**src/rtl/quad_decoder.sv**
```systemverilog
// Quadrature decoder: synchronises and glitch-filters encoder phases A/B,
// decodes x4 steps into a wrapping position count with step/dir/err flags.
module quad_decoder #(
    parameter int WIDTH       = 8,
    parameter int SYNC_STAGES = 2,
    parameter int FILT_LEN    = 3
) (
    input  logic             clk,
    input  logic             rst,
    input  logic             en,
    input  logic             clear,
    input  logic             quad_a,
    input  logic             quad_b,
    input  logic             err_clr,
    output logic [WIDTH-1:0] position,
    output logic             step,
    output logic             dir,
    output logic             err
);

    localparam int CW = $clog2(FILT_LEN + 1);
    localparam logic [CW-1:0] FL = CW'(FILT_LEN);

    logic [SYNC_STAGES-1:0] r_sync_a, r_sync_b;
    logic [1:0]             r_cand;
    logic [1:0]             r_filt;
    logic [CW-1:0]          r_cnt;
    logic                   r_init;
    logic                   r_evt_up, r_evt_dn, r_evt_err;
    logic [WIDTH-1:0]       r_position;
    logic                   r_step, r_dir, r_err;

    logic [1:0]    w_s;
    logic [CW-1:0] w_cnt_inc;
    logic [1:0]    w_idx_old, w_idx_new, w_diff;

    // Gray position of an {a,b} pair along the up sequence 00,10,11,01
    function automatic logic [1:0] gray_idx(input logic [1:0] ab);
        return {ab[0], ab[1] ^ ab[0]};
    endfunction

    assign w_s       = {r_sync_a[SYNC_STAGES-1], r_sync_b[SYNC_STAGES-1]};
    // Count includes the current sample, so a fresh level is sample #1
    assign w_cnt_inc = (w_s == r_cand) ? r_cnt + CW'(1) : CW'(1);
    assign w_idx_old = gray_idx(r_filt);
    assign w_idx_new = gray_idx(w_s);
    assign w_diff    = w_idx_new - w_idx_old;

    // Metastability chains for the asynchronous encoder pins
    always_ff @(posedge clk or posedge rst) begin
        if (rst) begin
            r_sync_a <= '0;
            r_sync_b <= '0;
        end else begin
            r_sync_a <= {r_sync_a[SYNC_STAGES-2:0], quad_a};
            r_sync_b <= {r_sync_b[SYNC_STAGES-2:0], quad_b};
        end
    end

    // Glitch filter and transition classification; first accepted level only seeds state
    always_ff @(posedge clk or posedge rst) begin
        if (rst) begin
            r_cand    <= 2'b00;
            r_filt    <= 2'b00;
            r_cnt     <= '0;
            r_init    <= 1'b1;
            r_evt_up  <= 1'b0;
            r_evt_dn  <= 1'b0;
            r_evt_err <= 1'b0;
        end else begin
            r_cand    <= w_s;
            r_evt_up  <= 1'b0;
            r_evt_dn  <= 1'b0;
            r_evt_err <= 1'b0;
            if (w_s == r_filt) begin
                r_cnt <= '0;
            end else if (w_cnt_inc >= FL) begin
                r_cnt  <= '0;
                r_filt <= w_s;
                r_init <= 1'b0;
                if (!r_init) begin
                    r_evt_up  <= (w_diff == 2'd1);
                    r_evt_dn  <= (w_diff == 2'd3);
                    r_evt_err <= (w_diff == 2'd2);
                end
            end else begin
                r_cnt <= w_cnt_inc;
            end
        end
    end

    // Position/flags update one cycle after the filtered state moves
    always_ff @(posedge clk or posedge rst) begin
        if (rst) begin
            r_position <= '0;
            r_step     <= 1'b0;
            r_dir      <= 1'b0;
            r_err      <= 1'b0;
        end else begin
            r_step <= 1'b0;
            if (r_evt_err)
                r_err <= 1'b1;
            else if (err_clr)
                r_err <= 1'b0;
            if (en && r_evt_up)
                r_dir <= 1'b1;
            else if (en && r_evt_dn)
                r_dir <= 1'b0;
            if (clear) begin
                r_position <= '0;
            end else if (en && r_evt_up) begin
                r_position <= r_position + WIDTH'(1);
                r_step     <= 1'b1;
            end else if (en && r_evt_dn) begin
                r_position <= r_position - WIDTH'(1);
                r_step     <= 1'b1;
            end
        end
    end

    assign position = r_position;
    assign step     = r_step;
    assign dir      = r_dir;
    assign err      = r_err;

endmodule

```
**config.mk**
```make
export PLATFORM = sky130hd
export DESIGN_NAME = quad_decoder
export DESIGN_NICKNAME = d
export VERILOG_FILES = /design/src/rtl/quad_decoder.sv
export SDC_FILE = /design/constraint.sdc
export NUM_CORES = 1
export LEC_CHECK = 0
export CAP_MARGIN = 15
export CELL_PAD_IN_SITES_DETAIL_PLACEMENT = 1
export CELL_PAD_IN_SITES_GLOBAL_PLACEMENT = 2
export CORE_MARGIN = 2
export CORE_UTILIZATION = 37
export CTS_CLUSTER_DIAMETER = 150
export DETAILED_ROUTE_END_ITERATION = 12
export HOLD_SLACK_MARGIN = 0.06
export PLACE_DENSITY_LB_ADDON = 0.1
export SLEW_MARGIN = 20
export SYNTH_ARGS = -nofsm -noshare
export SYNTH_HDL_FRONTEND = slang
export SYNTH_SLANG_ARGS = --single-unit
export TNS_END_PERCENT = 50
```
**constraint.sdc**
```tcl
create_clock -name clk -period 3.93 [get_ports clk]
set_input_delay 0.786 -clock clk [delete_from_list [all_inputs] [get_ports clk]]
set_output_delay 0.786 -clock clk [all_outputs]
set_load 0.005 [all_outputs]
```
==> results.cfg, run 1 <==
[run_status]
run_status = finished clean

[synthesis]
syn_nets = 131
post_synth.cell_area_avg_um2 = 11.0
netlist.top_cell.by_area = sky130_fd_sc_hd__dfrtp_1
synth_flop_type = sky130_fd_sc_hd__dfrtp_1
synth-seq-cells = 25
netlist_area_um2 = 1280
yosys_warnings = 0
async_s_r_ff_share_synth = 1.00
syn_inst = 116
synth-edff-count = 0
synth_seq_area_share = 0.490
synthDominantCellAreaShare = 0.470
leading_cell_types_by_total_area_after_synthesis = sky130_fd_sc_hd__dfrtp_1, sky130_fd_sc_hd__ha_1, sky130_fd_sc_hd__xnor2_1, sky130_fd_sc_hd__nor2_1, sky130_fd_sc_hd__mux2_2
synthDistinctLibCells = 35

[critical_path]
worstPathArrival_ns = 3.18
worstSetupStartpointType = input port
critical_path.endpoint_type = flip-flop
critPathMaxStageDelay_ns = 0.52
worstSetupPathType = input port to flip-flop
cp_slowest_cell = sky130_fd_sc_hd__clkdlybuf4s50_1
cp.required_ns = 4.17
critical_path.most_common_cell = sky130_fd_sc_hd__a21o_1
crit_path_cell_trace = clkdlybuf4s50_1 > nand2_1 > ha_1 > a21o_1 > a21o_1 > a221oi_2 > mux2i_1 > mux2_2
critical_path.max_fanout = 9

[power]
power-per-cell-area_nw_per_um2 = 362
leakagePower_uw = 0.000715
part_of_the_total_power_dissipated_in_combinational_logic = 0.221
worst_vdd_ir_mv = 0.164
intPower_uw = 389
finalPower_uw = 557
power_switching_share = 0.302
clkPwrFrac = 0.233
switching_power_uw = 168
power.sequential.fraction = 0.546

[sta]
final-setup-viol-count = 0
layout_setup_ws_ns = 0.982
worst-slew-pin-transition_ns = 0.951
setup_total_negative_slack_ns = 0
rsz0062_at_grt = no
max_clock_freq_mhz = 339
slew-limit-headroom = 0.365
final_max_slew_viol_count = 0
finClkSkew_ns = 0.00881
hold_viol_final = 0
layout_worst_path_cycle_share = 0.750
finalCriticalPeriod_ns = 2.95

[cts]
post_cts.resized_instances = 0
cts_tree = yes
cts.hold.buffers_added = 0
tritoncts_num_sinks = 25
cts_max_level = 1
clk_pin_slew_worst_paths_ns = 0.16
clock_tree.buffer_depth = 2
tritoncts.num_buffers = 3
post-cts-setup-buffers = 0
worst_skew_pair.late_latency_ns = 0.34
clock_tree.root_cell = sky130_fd_sc_hd__clkbuf_4

[global_routing]
grt_pass1_wl_um = 4480
grt_overflow_total = 0
grt_pass1_vias = 1005
groute.usage.overall = 0.145
grt_start_max_net_pins = 26
antenna_found_initial = 0

[layout]
antenna-diode-count = 0
finalNetCount = 152
syn_to_final_growth_pct = 20.3
layout.filler_cells = 380
fin_area_um2 = 1540
proportion_of_layout_cells_with_a_drive_suffix_above_1 = 0.110

[routing]
drt-wirelength-per-cell_um = 13.3
length_of_the_first_detailed_routing_pass_in_iterations = 3
number_of_violations_reported_at_the_end_of_detailed_routing_iteration_0 = 9
route.vias.total = 915
routed_wl_um = 2420
route.detailed.vias_per_inst = 5.03
total_drc_errors_in_the_routed_layout = 0
antenna_violating_nets_post_route = 0

[die]
top_ports = 18
row_count = 21
die_area_um2 = 3940
die_height_um = 62.8
die_x_um = 62.8
core_region_area_um2 = 3340
starting_density_of_the_core = 0.383

[placement]
port_buffers = 17
last_weighted_congestion_value_of_the_routability_driven_placer = 0.704
detailed_place.area_um2 = 1510
dpl.hpwl_um = 1810
preCtsSetupSlack_ns = 0.601

[min_path]
hold_class = flip-flop to flip-flop

[run]
cap_viol_max_count = 0
==> stage by stage <==
step,utilization,hold slack (ns),instances
2_1_floorplan,-,0.331,116
3_3_place_gp,0.451,0.333,178
3_5_place_dp,0.451,0.336,178
4_1_cts,0.461,0.371,182
5_1_grt,0.461,0.386,182
6_report,0.461,0.367,182
==> kinds of logic after synthesis <==
| logic type | synth area share |
|---|---|
| AO/OA/AOI/OAI | 0.135 |
| XOR/XNOR | 0.0753 |
| adder cells (fa/ha/maj) | 0.0841 |
| buffers and inverters | 0.0264 |
| flip-flops | 0.490 |
| multiplexers | 0.0342 |
| AND/OR/NAND/NOR | 0.155 |
==> layout make-up <==
cell class	count	area, um2	share of cell area
multi-input combinational	82	618	0.402
timing repair buffer	18	178	0.116
tap	46	57.6	0.0374
clock inverter	1	8.76	0.00570
sequential	25	627	0.408
inverter	7	26.3	0.0171
clock buffer	3	22.5	0.0146
==> worst paths after layout <==
check / startpoint / end / slack (ns) / depth (start not counted)
max: en / position[7] / 0.98 / 8
min: r_sync_a[0] / r_sync_a[1] / 0.37 / 0
max in group asynchronous: rst / position[4] / 2.41 / 2
max reg2reg: r_evt_up / position[7] / 1.57 / 7
min reg2reg: r_sync_a[0] / r_sync_a[1] / 0.37 / 0
min in group asynchronous: rst / r_evt_up / 0.94 / 2
==> sequential cells by signal, summed over array words and instances, names as in the netlist <==
name	cells
r_evt_up	1
r_sync_b	2
r_cnt	2
position	8
r_evt_err	1
err	1
step	1
r_cand	2
r_evt_dn	1
r_filt	2
dir	1
r_sync_a	2
r_init	1
==> power by group through the flow <==
stage	logic (uW)	clock network (uW)	registers (uW)
after floorplan	93.1	0	305
after global placement	121	0	308
after detailed placement	124	0	310
after CTS	125	135	305
after global routing	139	148	309
final	123	130	304
==> synthesized netlist by cell type (2+ instances only) <==
library cell               count
sky130_fd_sc_hd__ha_1          7
sky130_fd_sc_hd__nor3_1        4
sky130_fd_sc_hd__nand2_1       5
sky130_fd_sc_hd__nor3b_1       2
sky130_fd_sc_hd__o211ai_1      3
sky130_fd_sc_hd__inv_1         7
sky130_fd_sc_hd__nor2_1        9
sky130_fd_sc_hd__xnor2_1       8
sky130_fd_sc_hd__xor2_1        3
sky130_fd_sc_hd__a21o_1        4
sky130_fd_sc_hd__a21oi_1       6
sky130_fd_sc_hd__a211oi_1      2
sky130_fd_sc_hd__clkbuf_1      2
sky130_fd_sc_hd__mux2_2        3
sky130_fd_sc_hd__nor2b_1       4
sky130_fd_sc_hd__dfrtp_1      24
sky130_fd_sc_hd__o21ai_0       4
sky130_fd_sc_hd__and3_1        2
==> layer usage <==
metal / routed length (um) / share of wire / vias to the layer above / track usage
met1: 1200 / 0.50 / 444 / 0.194
met4: 48 / 0.020 / 0 / 0.0667
met5: 0 / 0 / - / 0
met2: 1100 / 0.45 / 17 / 0.231
met3: 73 / 0.030 / 4 / 0.0234
li1: - / - / 450 / -
==> cell usage in the layout, fill, tap and decap left out, types with 2 or more instances in the layout <==
cell,synthesis,final
sky130_fd_sc_hd__o211ai_1,3,3
sky130_fd_sc_hd__mux2_2,3,3
sky130_fd_sc_hd__nor3_1,4,4
sky130_fd_sc_hd__a211oi_1,2,2
sky130_fd_sc_hd__nor2b_1,4,4
sky130_fd_sc_hd__clkdlybuf4s50_1,0,17
sky130_fd_sc_hd__ha_1,7,7
sky130_fd_sc_hd__a21o_1,4,4
sky130_fd_sc_hd__nor2_1,9,9
sky130_fd_sc_hd__nand2_1,5,5
sky130_fd_sc_hd__a21oi_1,6,6
sky130_fd_sc_hd__clkbuf_4,0,3
sky130_fd_sc_hd__o21ai_0,4,4
sky130_fd_sc_hd__and3_1,2,2
sky130_fd_sc_hd__xnor2_1,8,8
sky130_fd_sc_hd__dfrtp_1,24,24
sky130_fd_sc_hd__inv_1,7,7
sky130_fd_sc_hd__nor3b_1,2,2
sky130_fd_sc_hd__xor2_1,3,3
==> worst max-delay path: cells and delay by family <==
kind | cells | cell delay [ns]
muxes | 2 | 0.56
and+or+nand+nor | 1 | 0.24
AOI/OAI and AO/OA | 3 | 0.66
buffers and inverters | 1 | 0.52
adders and majority gates | 1 | 0.42
No activity file was read; power rests on OpenSTA's default activity.
==> inputs of run 2 (changes only) <==
--- a/config.mk
+++ b/config.mk
@@ -9,7 +9,7 @@
 export CELL_PAD_IN_SITES_DETAIL_PLACEMENT = 1
 export CELL_PAD_IN_SITES_GLOBAL_PLACEMENT = 2
 export CORE_MARGIN = 2
-export CORE_UTILIZATION = 37
+export CORE_UTILIZATION = 31
 export CTS_CLUSTER_DIAMETER = 150
 export DETAILED_ROUTE_END_ITERATION = 12
 export HOLD_SLACK_MARGIN = 0.06
==> constraint.sdc (replaced) <==
create_clock -name clk -period 2.5 [get_ports clk]
set_input_delay 0.5 -clock clk [delete_from_list [all_inputs] [get_ports clk]]
set_output_delay 0.5 -clock clk [all_outputs]
set_load 0.005 [all_outputs]
==> run 2 against run 1 <==
Against the previous run:
- utilization fell by 3.8 points
- first-iteration DRC count rose by 120%
- wire length rose by 12%
- non-clock buffer count rose by 15
- worst hold slack got worse by 0.0078 ns
- count of clock-buffer cells in the layout did not move
- largest power group unchanged
- via count rose by 7.1%
- register-to-register slack got worse by 1.2 ns
- combinational power rose by 66%
- setup slack got worse by 0.79 ns
- critical path type unchanged
- clock power rose by 97%
==> results.cfg, run 2 (synthesis results as in run 1) <==
[run_status]
run_status = finished clean

[cts]
clock_tree.buffer_depth = 2
tritoncts_num_sinks = 25
cts_tree = yes
post-cts-setup-buffers = 0
cts_max_level = 1
post_cts.resized_instances = 3
clock_tree.root_cell = sky130_fd_sc_hd__clkbuf_8
clk_pin_slew_worst_paths_ns = 0.10
tritoncts.num_buffers = 3
worst_skew_pair.late_latency_ns = 0.28
cts.hold.buffers_added = 0

[layout]
fin_area_um2 = 1680
antenna-diode-count = 0
proportion_of_layout_cells_with_a_drive_suffix_above_1 = 0.212
mostFrequentLayoutCells = sky130_fd_sc_hd__dfrtp_1, sky130_fd_sc_hd__clkdlybuf4s50_1, sky130_fd_sc_hd__buf_4
post-route-util = 0.423
final_cells = 201
finalNetCount = 167
largest_register_ffs = 8
mostFrequentLayoutCell = sky130_fd_sc_hd__dfrtp_1
syn_to_final_growth_pct = 31.3

[routing]
length_of_the_first_detailed_routing_pass_in_iterations = 3
number_of_violations_reported_at_the_end_of_detailed_routing_iteration_0 = 20
antenna_violating_nets_post_route = 0
drt-wirelength-per-cell_um = 13.5
route.vias.total = 980
total_drc_errors_in_the_routed_layout = 0
routed_wl_um = 2700
route.detailed.vias_per_inst = 4.88

[min_path]
hold_class = flip-flop to flip-flop

[power]
finalPower_uw = 937
worst_vdd_ir_mv = 0.219
power-per-cell-area_nw_per_um2 = 558
leakagePower_uw = 0.000793

[global_routing]
use_met3 = 0.0247
grt_pass1_vias = 979
antenna_found_initial = 0
gr-usage-met1 = 0.174
grt_overflow_total = 0
grt_start_max_net_pins = 26
grt_pass1_wl_um = 4550
grt-busiest-layer = met2
global_route.usage.met2 = 0.211
groute.usage.overall = 0.131

[sta]
hold_viol_final = 0
rsz0062_at_grt = no
final_max_slew_viol_count = 0
finalHoldWorstSlack_ns = 0.359
finClkSkew_ns = 0.00681
max_clock_freq_mhz = 434
final-setup-viol-count = 0
finalCriticalPeriod_ns = 2.30
layout_worst_path_cycle_share = 0.921
worst-slew-pin-transition_ns = 0.349
slew-limit-headroom = 0.766

[die]
die_height_um = 68.2
starting_density_of_the_core = 0.322
core_region_area_um2 = 3970
die_area_um2 = 4650
die_x_um = 68.2
row_count = 23
top_ports = 18

[critical_path]
crit_path_end = position[7]
worstReg2RegEnd = position[7]
worstPathArrival_ns = 2.47
worstSetupStartpointType = input port
regToRegSetupSlack_ns = 0.33
cp.required_ns = 2.67
critical_path.endpoint_type = flip-flop
critical_path.max_fanout = 5
critPathMaxStageDelay_ns = 0.35
worstRegToRegCells = 7
worstSetupPathType = input port to flip-flop
crit_path_cell_trace = dlygate4sd2_1 > nand2_2 > ha_1 > a211oi_2 > nor2_1 > a221oi_2 > mux2i_1 > mux2_2
critPathLaunch = en
cp_slowest_cell = sky130_fd_sc_hd__mux2_2
rr_startpoint = r_evt_up

[placement]
last_weighted_congestion_value_of_the_routability_driven_placer = 0.740
port_buffers = 17
detailed_place.area_um2 = 1620
dp_cells = 197
dpl.hpwl_um = 2080

[run]
cap_viol_max_count = 0
## run 2: power by group
| group | total [uW] | leakage (uW) | internal (uW) | switching, uW |
|---|---|---|---|---|
| clock network | 256 | 0.0000217 | 113 | 142 |
| registers | 478 | 0.000327 | 441 | 37.1 |
| logic | 204 | 0.000445 | 112 | 92.4 |
## run 2: layout make-up
class	count	area (um2)
Fill cell	442	2290
Sequential cell	25	627
Multi-Input combinational cell	82	626
Timing Repair Buffer	33	289
Tap cell	50	62.6
Clock buffer	3	41.3
Inverter	7	26.3
Clock inverter	1	7.51
## run 2: routing by layer
| layer | vias to the layer above | wire [um] |
|---|---|---|
| li1 | 477 | - |
| met1 | 482 | 1290 |
| met2 | 16 | 1300 |
| met3 | 5 | 74 |
| met4 | 0 | 40 |
| met5 | - | 0 |
## run 2: per-stage QoR
step           setup TNS, ns  worst slack, ns
6_report                   0            0.196
5_1_grt                    0           0.0290
4_1_cts                    0            0.191
3_5_place_dp           -1.18           -0.492
3_3_place_gp          -0.819           -0.351
2_1_floorplan              0            0.196
## run 2: critical path, delay by kind of cell
family	cells	cell delay (ns)
fa+ha+maj	1	0.32
simple gates	2	0.24
compound gates	2	0.56
buf+inv	1	0.27
mux	2	0.59
## run 2: how the worst min path moves through the flow
| stage | start | endpoint | slack [ns] | depth (start not counted) |
|---|---|---|---|---|
| after CTS | r_sync_a[0] | r_sync_a[1] | 0.36 | 0 |
| after detailed placement | r_sync_a[0] | r_sync_a[1] | 0.34 | 0 |
| after global placement | r_sync_b[0] | r_sync_b[1] | 0.33 | 0 |
| after global routing | r_sync_a[0] | r_sync_a[1] | 0.37 | 0 |
| after floorplan | r_sync_a[0] | r_sync_a[1] | 0.33 | 0 |
| final | r_sync_a[0] | r_sync_a[1] | 0.36 | 0 |
